===== src/rtl/ext_bus_regbank_if.sv =====
// External parallel bus bundle between the board IOBUF split and the register bank.
// Latency: none. This file only carries wires.
// Backpressure: none. The bus is strobe-based and the master holds its signals stable while cs_i is high.
interface ext_bus_regbank_if #(
   parameter int DATA_WIDTH = 16,
   parameter int ADDR_WIDTH = 3
);
   logic                  cs_i;
   logic                  read_n_i;
   logic                  write_n_i;
   logic [ADDR_WIDTH-1:0] addr_i;
   logic [DATA_WIDTH-1:0] data_i;
   logic [DATA_WIDTH-1:0] data_o;
   logic                  data_oe_o;

   // External bus master, such as the CPU side or a testbench.
   modport master (
      output cs_i, read_n_i, write_n_i, addr_i, data_i,
      input  data_o, data_oe_o
   );

   // Register bank side.
   modport slave (
      input  cs_i, read_n_i, write_n_i, addr_i, data_i,
      output data_o, data_oe_o
   );
endinterface


===== src/rtl/ext_bus_regbank.sv =====
// Parametrised register bank behind the asynchronous external parallel bus (optional IRQ: EXT_REGBANK_IRQ_EN).
// Latency: one access SYNC_STAGES-1 clk_i edges after cs_i is first sampled high; irq_o is one cycle behind pending/enable.
// Backpressure: none. There is exactly one access per cs_i rising edge, and a held cs_i never repeats the access.
module ext_bus_regbank #(
   parameter int                              DATA_WIDTH   = 16,
   parameter int                              ADDR_WIDTH   = 3,
   parameter int                              SYNC_STAGES  = 3,
   parameter logic [DATA_WIDTH-1:0]           ID_VALUE     = 16'h50FE,
   parameter logic [(2**ADDR_WIDTH)-1:0]      RO_MASK      = 8'b1100_0001,
   parameter int                              CTRL_IDX     = 5,
   parameter logic [DATA_WIDTH-1:0]           PULSE_MASK   = 16'h0028,
   parameter int                              IRQ_PEND_IDX = 3,
   parameter int                              IRQ_EN_IDX   = 4
) (
   input  logic                                        clk_i,
   input  logic                                        reset_i,
   ext_bus_regbank_if.slave                            bus,
   input  logic [(2**ADDR_WIDTH)*DATA_WIDTH-1:0]       ro_data_i,
   output logic [(2**ADDR_WIDTH)*DATA_WIDTH-1:0]       rw_data_o,
   input  logic [DATA_WIDTH-1:0]                       irq_src_i,
   output logic                                        irq_o
);
   localparam int                    NUM_REGS = 2**ADDR_WIDTH;
   // Register 0 is the ID register, so it is always read-only.
   localparam logic [NUM_REGS-1:0]   L_RO     = RO_MASK | NUM_REGS'(1);
   localparam logic [ADDR_WIDTH-1:0] L_CTRL   = ADDR_WIDTH'(CTRL_IDX);

   if (SYNC_STAGES < 3) begin : g_bad_sync
      $error("ext_bus_regbank: SYNC_STAGES must be >= 3");
   end
   if (DATA_WIDTH < 8) begin : g_bad_width
      $error("ext_bus_regbank: DATA_WIDTH must be >= 8");
   end

   logic [SYNC_STAGES-1:0] r_sync;
   logic                   w_access;
   logic                   w_rd;
   logic                   w_wr;
   logic [DATA_WIDTH-1:0]  r_regs [NUM_REGS];
   logic [DATA_WIDTH-1:0]  w_rd_val;
   logic [DATA_WIDTH-1:0]  r_data_o;

   // Move cs_i into the clk_i domain. Only the settled tail stages are used for edge detection.
   always_ff @(posedge clk_i or negedge reset_i) begin
      if (!reset_i) begin
         r_sync <= '0;
      end else begin
         r_sync <= {r_sync[SYNC_STAGES-2:0], bus.cs_i};
      end
   end

   // This is a single-cycle strobe on the synchronised rising edge of cs_i. The bus fields are
   // stable by then, so they are sampled directly without their own synchronisers.
   assign w_access = r_sync[SYNC_STAGES-2] & ~r_sync[SYNC_STAGES-1];
   assign w_rd     = w_access & ~bus.read_n_i;
   assign w_wr     = w_access & ~bus.write_n_i & ~L_RO[bus.addr_i];

`ifdef EXT_REGBANK_IRQ_EN
   localparam logic [ADDR_WIDTH-1:0] L_PEND = ADDR_WIDTH'(IRQ_PEND_IDX);

   logic [DATA_WIDTH-1:0] r_irq_s1;
   logic [DATA_WIDTH-1:0] r_irq_s2;
   logic [DATA_WIDTH-1:0] r_irq_s3;
   logic [DATA_WIDTH-1:0] w_irq_rise;
   logic                  w_pend_wr;
   logic                  r_irq;

   // Double-flop the interrupt sources and keep one more stage for rising-edge detection.
   always_ff @(posedge clk_i or negedge reset_i) begin
      if (!reset_i) begin
         r_irq_s1 <= '0;
         r_irq_s2 <= '0;
         r_irq_s3 <= '0;
      end else begin
         r_irq_s1 <= irq_src_i;
         r_irq_s2 <= r_irq_s1;
         r_irq_s3 <= r_irq_s2;
      end
   end

   assign w_irq_rise = r_irq_s2 & ~r_irq_s3;
   // The pending register is write-1-to-clear whatever RO_MASK says about it.
   assign w_pend_wr  = w_access & ~bus.write_n_i & (bus.addr_i == L_PEND);

   // Interrupt request, registered from the pending bits that are also enabled.
   always_ff @(posedge clk_i or negedge reset_i) begin
      if (!reset_i) begin
         r_irq <= 1'b0;
      end else begin
         r_irq <= |(r_regs[IRQ_PEND_IDX] & r_regs[IRQ_EN_IDX]);
      end
   end

   assign irq_o = r_irq;
`else
   logic w_unused_irq;
   assign w_unused_irq = (^irq_src_i) ^ (IRQ_PEND_IDX == IRQ_EN_IDX);
   assign irq_o        = 1'b0;
`endif

   // Register storage. Pulse bits clear on every cycle unless a write lands on that same cycle.
   always_ff @(posedge clk_i or negedge reset_i) begin
      if (!reset_i) begin
         for (int i = 0; i < NUM_REGS; i++) begin
            r_regs[i] <= '0;
         end
      end else begin
         r_regs[CTRL_IDX] <= r_regs[CTRL_IDX] & ~PULSE_MASK;
         if (w_wr) begin
            r_regs[bus.addr_i] <= bus.data_i;
         end
`ifdef EXT_REGBANK_IRQ_EN
         // A new edge wins over a clear of the same bit.
         r_regs[IRQ_PEND_IDX] <= (r_regs[IRQ_PEND_IDX] & ~(w_pend_wr ? bus.data_i : '0))
                                 | w_irq_rise;
`endif
      end
   end

   // Read mux: the ID constant, external read-only sources, or stored contents with pulse bits hidden.
   always_comb begin
      w_rd_val = r_regs[bus.addr_i];
      if (bus.addr_i == '0) begin
         w_rd_val = ID_VALUE;
      end else if (L_RO[bus.addr_i]) begin
         w_rd_val = ro_data_i[bus.addr_i*DATA_WIDTH +: DATA_WIDTH];
      end
`ifdef EXT_REGBANK_IRQ_EN
      if (bus.addr_i == L_PEND) begin
         w_rd_val = r_regs[IRQ_PEND_IDX];
      end
`endif
      if (bus.addr_i == L_CTRL) begin
         w_rd_val = w_rd_val & ~PULSE_MASK;
      end
   end

   // Read data holds between read accesses. The old value is captured before any write on the same edge.
   always_ff @(posedge clk_i or negedge reset_i) begin
      if (!reset_i) begin
         r_data_o <= '0;
      end else if (w_rd) begin
         r_data_o <= w_rd_val;
      end
   end

   // Flatten the read-write contents for the SoC. Read-only slots read as zero.
   always_comb begin
      rw_data_o = '0;
      for (int i = 0; i < NUM_REGS; i++) begin
         rw_data_o[i*DATA_WIDTH +: DATA_WIDTH] = L_RO[i] ? '0 : r_regs[i];
      end
   end

   assign bus.data_o    = r_data_o;
   assign bus.data_oe_o = bus.cs_i & ~bus.read_n_i;
endmodule


===== src/flat_wrapper.sv =====
// flat-port wrapper written by rule: the top's interface ports become plain ports
module ext_bus_regbank_flat 
#(
   parameter int                              DATA_WIDTH   = 16,
   parameter int                              ADDR_WIDTH   = 3,
   parameter int                              SYNC_STAGES  = 3,
   parameter logic [DATA_WIDTH-1:0]           ID_VALUE     = 16'h50FE,
   parameter logic [(2**ADDR_WIDTH)-1:0]      RO_MASK      = 8'b1100_0001,
   parameter int                              CTRL_IDX     = 5,
   parameter logic [DATA_WIDTH-1:0]           PULSE_MASK   = 16'h0028,
   parameter int                              IRQ_PEND_IDX = 3,
   parameter int                              IRQ_EN_IDX   = 4
)
  (clk_i, reset_i, ro_data_i, rw_data_o, irq_src_i, irq_o, bus_cs_i, bus_read_n_i, bus_write_n_i, bus_addr_i, bus_data_i, bus_data_o, bus_data_oe_o);
  ext_bus_regbank_if #(.DATA_WIDTH(DATA_WIDTH), .ADDR_WIDTH(ADDR_WIDTH)) bus_i ();
  input  logic clk_i;
  input  logic reset_i;
  input  logic [(2**ADDR_WIDTH)*DATA_WIDTH-1:0] ro_data_i;
  output logic [(2**ADDR_WIDTH)*DATA_WIDTH-1:0] rw_data_o;
  input  logic [DATA_WIDTH-1:0] irq_src_i;
  output logic irq_o;
  input wire logic [$bits(bus_i.cs_i)-1:0] bus_cs_i;
  input wire logic [$bits(bus_i.read_n_i)-1:0] bus_read_n_i;
  input wire logic [$bits(bus_i.write_n_i)-1:0] bus_write_n_i;
  input wire logic [$bits(bus_i.addr_i)-1:0] bus_addr_i;
  input wire logic [$bits(bus_i.data_i)-1:0] bus_data_i;
  output wire logic [$bits(bus_i.data_o)-1:0] bus_data_o;
  output wire logic [$bits(bus_i.data_oe_o)-1:0] bus_data_oe_o;
  assign bus_i.cs_i = bus_cs_i;
  assign bus_i.read_n_i = bus_read_n_i;
  assign bus_i.write_n_i = bus_write_n_i;
  assign bus_i.addr_i = bus_addr_i;
  assign bus_i.data_i = bus_data_i;
  assign bus_data_o = bus_i.data_o;
  assign bus_data_oe_o = bus_i.data_oe_o;
  ext_bus_regbank #(.DATA_WIDTH(DATA_WIDTH), .ADDR_WIDTH(ADDR_WIDTH), .SYNC_STAGES(SYNC_STAGES), .ID_VALUE(ID_VALUE), .RO_MASK(RO_MASK), .CTRL_IDX(CTRL_IDX), .PULSE_MASK(PULSE_MASK), .IRQ_PEND_IDX(IRQ_PEND_IDX), .IRQ_EN_IDX(IRQ_EN_IDX)) u_core (.clk_i(clk_i), .reset_i(reset_i), .bus(bus_i), .ro_data_i(ro_data_i), .rw_data_o(rw_data_o), .irq_src_i(irq_src_i), .irq_o(irq_o));
endmodule

===== config.mk =====
export PLATFORM = sky130hd
export DESIGN_NAME = ext_bus_regbank_flat
export DESIGN_NICKNAME = d
export VERILOG_FILES = /design/src/rtl/ext_bus_regbank_if.sv /design/src/rtl/ext_bus_regbank.sv /design/src/flat_wrapper.sv
export SDC_FILE = /design/constraint.sdc
export NUM_CORES = 1
export LEC_CHECK = 0
export CAP_MARGIN = 20
export CORE_AREA = 2 2 120 122
export CTS_CLUSTER_SIZE = 24
export DETAILED_ROUTE_END_ITERATION = 10
export DIE_AREA = 0 0 122 124
export DONT_BUFFER_PORTS = 1
export SYNTH_ARGS = -nofsm -noshare
export SYNTH_HDL_FRONTEND = slang
export SYNTH_SLANG_ARGS = --single-unit

===== constraint.sdc =====
create_clock -name clk_i -period 1.9 [get_ports clk_i]
set_clock_uncertainty 0.2 [all_clocks]
set_input_delay 0 -clock clk_i [delete_from_list [all_inputs] [get_ports clk_i]]
set_output_delay 0 -clock clk_i [all_outputs]
set_load 0.02 [all_outputs]

==> results.md, run 1 <==
* R2R cell count at 5
* I/O pin count at 314
* GRT Total Usage at 0.191
* GRT met2 Usage at 0.319
* # fillers at 1298
* Hold slack final at -0.860 ns
* Critical Path AT at 1.86 ns
* Period utilisation layout at 0.963
* CTS Hold Bufs at 42
* Worst skew pair latency at 0.35 ns
* TritonCTS Sinks at 99
* Synth top area cells: dfrtp_1, buf_4, mux2_2
* DR vias at 3368
* Root buf cell: clkbuf_16
* Initial antenna violation count at 0
* DR WL/cell at 22.0 um
* Die width at 122 um
* EDFF count, synth at 0
* Commonest cells post-synth: buf_4, dfrtp_1, mux2_2
* Max_cap viols at 0
* Slowest stage cell, crit path: dlygate4sd3_1
* Post-Synthesis Cells at 498
* Post-synthesis sequential area ratio at 0.442
* Seq cells post-synth at 99
* Ys async rst share at 1.00
* Clock H-tree levels at 3
* Top Usage Layer GRT: met2
* Clk buf depth at 2
* TritonCTS clock tree: built
* Largest fanout on the critical path at 3
* Pre-CTS WS at 0.0484 ns
* Clock transition at path regs at 0.07 ns
* Antenna viol nets, final at 0
* Status: finished with violations
* RD Place Congestion at 0.754
* Worst stage delay on the critical path at 0.56 ns
* HPWL after DPL at 9530 um
* Max Freq at 547 MHz
* Synthesized area per cell at 11.2 um^2
* Synthesis warning total at 0
* Top cell type's share of synthesized area at 0.442
* Drt initial violations at 175
* Core Box Area at 0.0137 mm^2
* WP data required at 1.93 ns
* Final min period at 1.83 ns
* First-pass GRT wire length at 21000 um
* Met1 Use GR at 0.221
* Number of global-route vias before repair at 3508
* Final wirelength at 14400 um
* Post-synth cell types at 30
* Leakage at 2.68 nW
* Met3 Use GR at 0.0943
* Most common cell in the netlist: buf_4
* Largest net degree at the start of global routing at 100
* Die Span Y at 124 um
* Synth area leader: dfrtp_1
* PortBufs at 0
* Worst min path class: primary input to asynchronous set/reset pin
* Family with the most delay on the worst path: buffers and inverters
* Setup CP Type: flip-flop to flip-flop
* P per Cell Area at 1050 mW/mm^2
* Avg Vias per Cell at 5.16
* 1st-pass router iterations at 5
* Share of cells above drive strength 1 at 0.273
* Worst setup SP type: flip-flop
* Worst-margin pin slew at 0.867 ns
* Final Hold Viols at 137
* Failing checks: negative hold slack
* Layout Utilization at 0.426
* Setup TNS Final at 0 ns
* Cell depth of the worst setup path at 5
* # diodes at 0
* Slew Viols, Final at 0
* Max_slew headroom at 0.420
* Worst Slack Setup Final at 0.0708 ns
* DR DRC count at 0
* Most common flop cell mapped by yosys: dfrtp_1
* Final setup fails at 0
* Crit-path cells: mux2i_1 -> nand2_1 -> a21oi_1 -> dlygate4sd3_1 -> o21ai_0
* Layout Nets at 636
* CP Buf/Inv Count at 1
* Number of buffers created by CTS at 9
* Full die area at 0.0151 mm^2
* Critical Path Sink Type: flip-flop
* Maximum VDD drop at 0.000756 V
* Cell Rows at 43
* Cell Area, Synth at 0.00560 mm^2
* Starting density of the core at 0.408
* Global route overflow at 0
* Area Growth Syn to Fin at 4.38%
-- path summary, 6_finish.rpt --
| path | start | endpoint | slack (ns) |
|---|---|---|---|
| max | u_core.rw_data_o[84] | u_core.bus.data_o[4] | 0.07 |
| max in group asynchronous | reset_i | u_core.rw_data_o[32] | 2.21 |
| max reg2reg | u_core.rw_data_o[84] | u_core.bus.data_o[4] | 0.07 |
| min | reset_i | u_core.bus.data_o[7] | -0.86 |
| min in group clk_i | bus_addr_i[1] | u_core.bus.data_o[1] | -0.29 |
| min reg2reg | u_core.r_sync[0] | u_core.r_sync[1] | 0.15 |
-- cell usage in the layout (no fill, tap or decap), types with 2 or more instances in the layout --
cell type and count:
clkbuf_1 2, nor2_1 6, conb_1 49, o21ai_0 9, nand2b_1 14, dfrtp_1 94, o22ai_1 2, a22o_1 2
mux2_1 16, a21oi_1 14, o31ai_1 7, nand3_2 2, buf_12 3, inv_1 5, dlygate4sd3_1 40, nor2b_1 6
buf_4 15, nand2_1 45, clkinv_4 3, a222oi_1 2, clkbuf_16 9, mux2_2 81, mux2i_1 16, dfrtp_2 5
o221ai_1 13
-- area by class of cell --
type                       instances  area, um^2  share of cell area
clock inverter                     5        63.8              0.0109
sequential                        99        2480               0.425
inverter                           5        18.8             0.00321
clock buffer                      11         233              0.0398
multi-input combinational        293        2210               0.378
timing repair buffer              60         612               0.105
tap                              180         225              0.0385
-- worst register-to-register path, stage by stage (launching register included) --
cell and delay, ns:
dfrtp_1 0.47, mux2i_1 0.19, nand2_1 0.08, a21oi_1 0.13, dlygate4sd3_1 0.56, o21ai_0 0.08
-- logic make-up after synthesis --
logic type,count (synthesis),share of synthesized area
simple gates,80,0.0730
compound gates,50,0.0601
buf+inv,154,0.196
other cells,1,0.000669
flops,99,0.442
mux,114,0.228
-- state kept, by name (all words and copies together), names as in the netlist --
signal	flops
u_core.bus.data_o	16
u_core.r_sync	3
u_core.rw_data_o	80
-- metrics by stage --
step	power [W]	std cells	cell area (um^2)
detailed placement	0.00421	593	5070
CTS	0.00621	651	5820
floorplan	0.00452	546	5780
global route	0.00643	653	5850
global placement	0.00417	593	5070
finish	0.00614	653	5850
-- power by group --
group	switching [W]	internal, W
Sequential	0.000898	0.00251
Combinational	0.000410	0.000495
Clock	0.000801	0.00103
Total	0.00211	0.00403
-- metal layers --
| metal | up-vias | share of wire |
|---|---|---|
| met1 | 1677 | 0.39 |
| met4 | 0 | 0.013 |
| met2 | 202 | 0.47 |
| li1 | 1473 | - |
| met3 | 16 | 0.12 |
| met5 | - | 0 |
-- what timing repair did --
action,CTS,global route
endpoints found under the hold margin,197,142
endpoints found under the setup margin,0,39
setup buffers,0,2
gates resized for setup,0,8
Note: power is estimated with default switching activity, not from simulation.
==> inputs of run 2 (changes only) <==
ABC_AREA = 1   (was not set)
CORE_AREA = 2 2 122 124   (was 2 2 120 122)
DIE_AREA = 0 0 124 126   (was 0 0 122 124)
==> results.md, run 2 <==
* Synth area leader: dfrtp_1 (unchanged)
* Max_cap viols at 0 (unchanged)
* Top routing layer in use: met4 (unchanged)
* Die width at 124 um (was 122 um)
* Cell Rows at 44 (was 43)
* Max Freq at 557 MHz (was 547 MHz)
* Antenna viol nets, final at 0 (unchanged)
* Cell Area, Synth at 0.00575 mm^2 (was 0.00560 mm^2)
* Post-Synthesis Cells at 746 (was 498)
* # diodes at 0 (unchanged)
* EDFF count, synth at 0 (unchanged)
* Commonest non-fill, non-tap cell in the layout: nand2_1 (was dfrtp_1)
* Seq cells post-synth at 99 (unchanged)
* Largest register FFs at 80 (unchanged)
* Cell area after layout at 0.00601 mm^2 (was 0.00585 mm^2)
* CTS Hold Bufs at 58 (was 42)
* First-pass GRT wire length at 23100 um (was 21000 um)
* Initial antenna violation count at 0 (unchanged)
* Worst setup SP type: primary input (was flip-flop)
* Synthesized area per cell at 7.71 um^2 (was 11.2 um^2)
* Most common flop cell mapped by yosys: dfrtp_1 (unchanged)
* Largest net degree at the start of global routing at 100 (unchanged)
* # fillers at 1474 (was 1298)
* Slew Viols, Final at 0 (unchanged)
* Starting density of the core at 0.402 (was 0.408)
* Synth top area cells: dfrtp_1, buf_4, nand2_1 (was dfrtp_1, buf_4, mux2_2)
* Ys async rst share at 1.00 (unchanged)
* Number of buffers created by CTS at 9 (unchanged)
* Global route overflow at 0 (unchanged)
* Leakage at 2.97 nW (was 2.68 nW)
* Most common cell in the netlist: nand2_1 (was buf_4)
* Routed met1 length at 6550 um (was 5660 um)
* Full die area at 0.0156 mm^2 (was 0.0151 mm^2)
* TritonCTS Sinks at 99 (unchanged)
* Most frequent cells in the layout: nand2_1, dfrtp_1, inv_1, nand3_1, dlygate4sd3_1 (was dfrtp_1, mux2_2, conb_1)
* Crit path from: bus_addr_i[1] (was u_core.rw_data_o[84])
* Number of global-route vias before repair at 4148 (was 3508)
* Placed inst area at 0.00509 mm^2 (was 0.00507 mm^2)
* PortBufs at 0 (unchanged)
* Max_slew headroom at 0.335 (was 0.420)
* Hold slack final at -0.854 ns (was -0.860 ns)
* DR WL/cell at 17.0 um (was 22.0 um)
* Period utilisation layout at 0.945 (was 0.963)
* Failing checks: negative hold slack (unchanged)
* Core Box Area at 0.0143 mm^2 (was 0.0137 mm^2)
* Final min period at 1.80 ns (was 1.83 ns)
* Worst min path class: primary input to asynchronous set/reset pin (unchanged)
* Share of cells above drive strength 1 at 0.0681 (was 0.273)
* RD Place Congestion at 0.769 (was 0.754)
* 1st-pass router iterations at 5 (unchanged)
* HPWL after DPL at 10100 um (was 9530 um)
* Avg Vias per Cell at 4.77 (was 5.16)
* Post-synthesis sequential area ratio at 0.431 (was 0.442)
* Maximum VDD drop at 0.000637 V (was 0.000756 V)
* Worst-margin pin slew at 0.997 ns (was 0.867 ns)
* Setup slack, reg-to-reg at 0.13 ns (was 0.07 ns)
* Clk buf depth at 2 (unchanged)
* Layout Nets at 883 (was 636)
* Commonest cells post-synth: nand2_1, buf_4, dfrtp_1 (was buf_4, dfrtp_1, mux2_2)
* Drt initial violations at 226 (was 175)
* Metal3 WL at 1690 um (was 1710 um)
* Area Growth Syn to Fin at 4.39% (was 4.38%)
* DR DRC count at 0 (unchanged)
* Met2 WL post-DR at 6930 um (was 6810 um)
* WP data required at 1.94 ns (was 1.93 ns)
* Setup CP Type: primary input to flip-flop (was flip-flop to flip-flop)
* Worst R2R Start: u_core.r_sync[2] (was u_core.rw_data_o[84])
* DR vias at 4313 (was 3368)
* TritonCTS clock tree: built (unchanged)
* R2R cell count at 8 (was 5)
* Top cell type's share of synthesized area at 0.431 (was 0.442)
* Clock transition at path regs at 0.07 ns (about the same)
* Final wirelength at 15400 um (was 14400 um)
* Critical Path Sink Type: flip-flop (unchanged)
* Critical Path AT at 1.83 ns (was 1.86 ns)
* Root buf cell: clkbuf_16 (unchanged)
* Worst R2R End: u_core.bus.data_o[15] (was u_core.bus.data_o[4])
* Final setup fails at 0 (unchanged)
* Largest fanout on the critical path at 28 (was 3)
* P per Cell Area at 1010 mW/mm^2 (was 1050 mW/mm^2)
* I/O pin count at 314 (unchanged)
* Final Hold Viols at 100 (was 137)
* Die Span Y at 126 um (was 124 um)
* Clock H-tree levels at 3 (unchanged)
* Worst skew pair latency at 0.35 ns (about the same)
* Synthesis warning total at 0 (unchanged)
* Status: finished with violations (unchanged)
* GRT Total Usage at 0.199 (was 0.191)
* Post-synth cell types at 23 (was 30)
==> run 2: cell types whose count changed in the layout (fill, tap and decap cells not counted), sizes merged, moves of 6 or more <==
cell / before / now
nor2b: 6 / 0
a21oi: 15 / 9
nand3: 2 / 58
mux2i: 16 / 0
nand2: 46 / 253
dlygate4sd3: 40 / 54
nor2: 6 / 17
o31ai: 7 / 0
o21ai: 9 / 85
mux2: 97 / 0
nand2b: 15 / 0
o221ai: 13 / 0
inv: 5 / 57
==> run 2: cell families after synthesis <==
kind of cell           share of synthesized area
buffers and inverters                      0.242
DFF                                        0.431
and+or+nand+nor                            0.243
other                                   0.000652
AOI/OAI and AO/OA                         0.0844
==> run 2: critical path: stages <==
cell           delay (ns)
buf_12               0.18
dlygate4sd3_1        0.70
nand3_1              0.10
dlygate4sd3_1        0.56
o21ai_0              0.08
nand2_1              0.07
nand2_1              0.10
nand2_1              0.05
==> run 2: where the power goes <==
| group | internal, W | leakage, nW | switching, W |
|---|---|---|---|
| clock network | 0.00102 | 0.143 | 0.000775 |
| logic | 0.000375 | 1.56 | 0.000530 |
| registers | 0.00248 | 1.27 | 0.000873 |
==> run 2: routing by layer <==
| layer | up-vias | global-route usage |
|---|---|---|
| li1 | 2090 | - |
| met1 | 2002 | 0.255 |
| met2 | 209 | 0.309 |
| met3 | 12 | 0.0802 |
| met4 | 0 | 0.0601 |
| met5 | - | 0 |
==> run 2: per-stage QoR <==
step | std cells | setup slack, ns | total power, W | util | TNS [ns]
final | 904 | 0.105 | 0.00605 | 0.420 | 0
after detailed placement | 828 | 0.315 | 0.00415 | 0.355 | 0
after CTS | 902 | 0.0407 | 0.00610 | 0.418 | 0
after global routing | 904 | -0.0101 | 0.00642 | 0.420 | -0.0101
after floorplan | 794 | 0.543 | 0.00446 | - | 0
after global placement | 828 | 0.336 | 0.00412 | 0.355 | 0
==> run 2: cell type report <==
type	count	area, um^2	share of cell area
Clock inverter	5	53.8	0.00896
Tap cell	184	230	0.0383
Sequential cell	99	2480	0.413
Multi-Input combinational cell	475	2070	0.344
Timing Repair Buffer	73	726	0.121
Clock buffer	11	233	0.0387
Inverter	57	219	0.0365
==> run 2: worst max-delay path by stage <==
stage	endpoint	slack (ns)	cells after the start
global route	u_core.bus.data_o[15]	-0.01	8
detailed placement	u_core.rw_data_o[87]	0.32	7
CTS	u_core.bus.data_o[15]	0.04	8
finish	u_core.bus.data_o[15]	0.10	8
floorplan	u_core.bus.data_o[12]	0.54	7
global placement	u_core.bus.data_o[13]	0.34	8
==> run 2: repair_timing <==
action,in CTS,in global routing
gates resized for setup,0,3
endpoints found under the hold margin,197,99
endpoints found under the setup margin,0,8
setup buffers,0,2
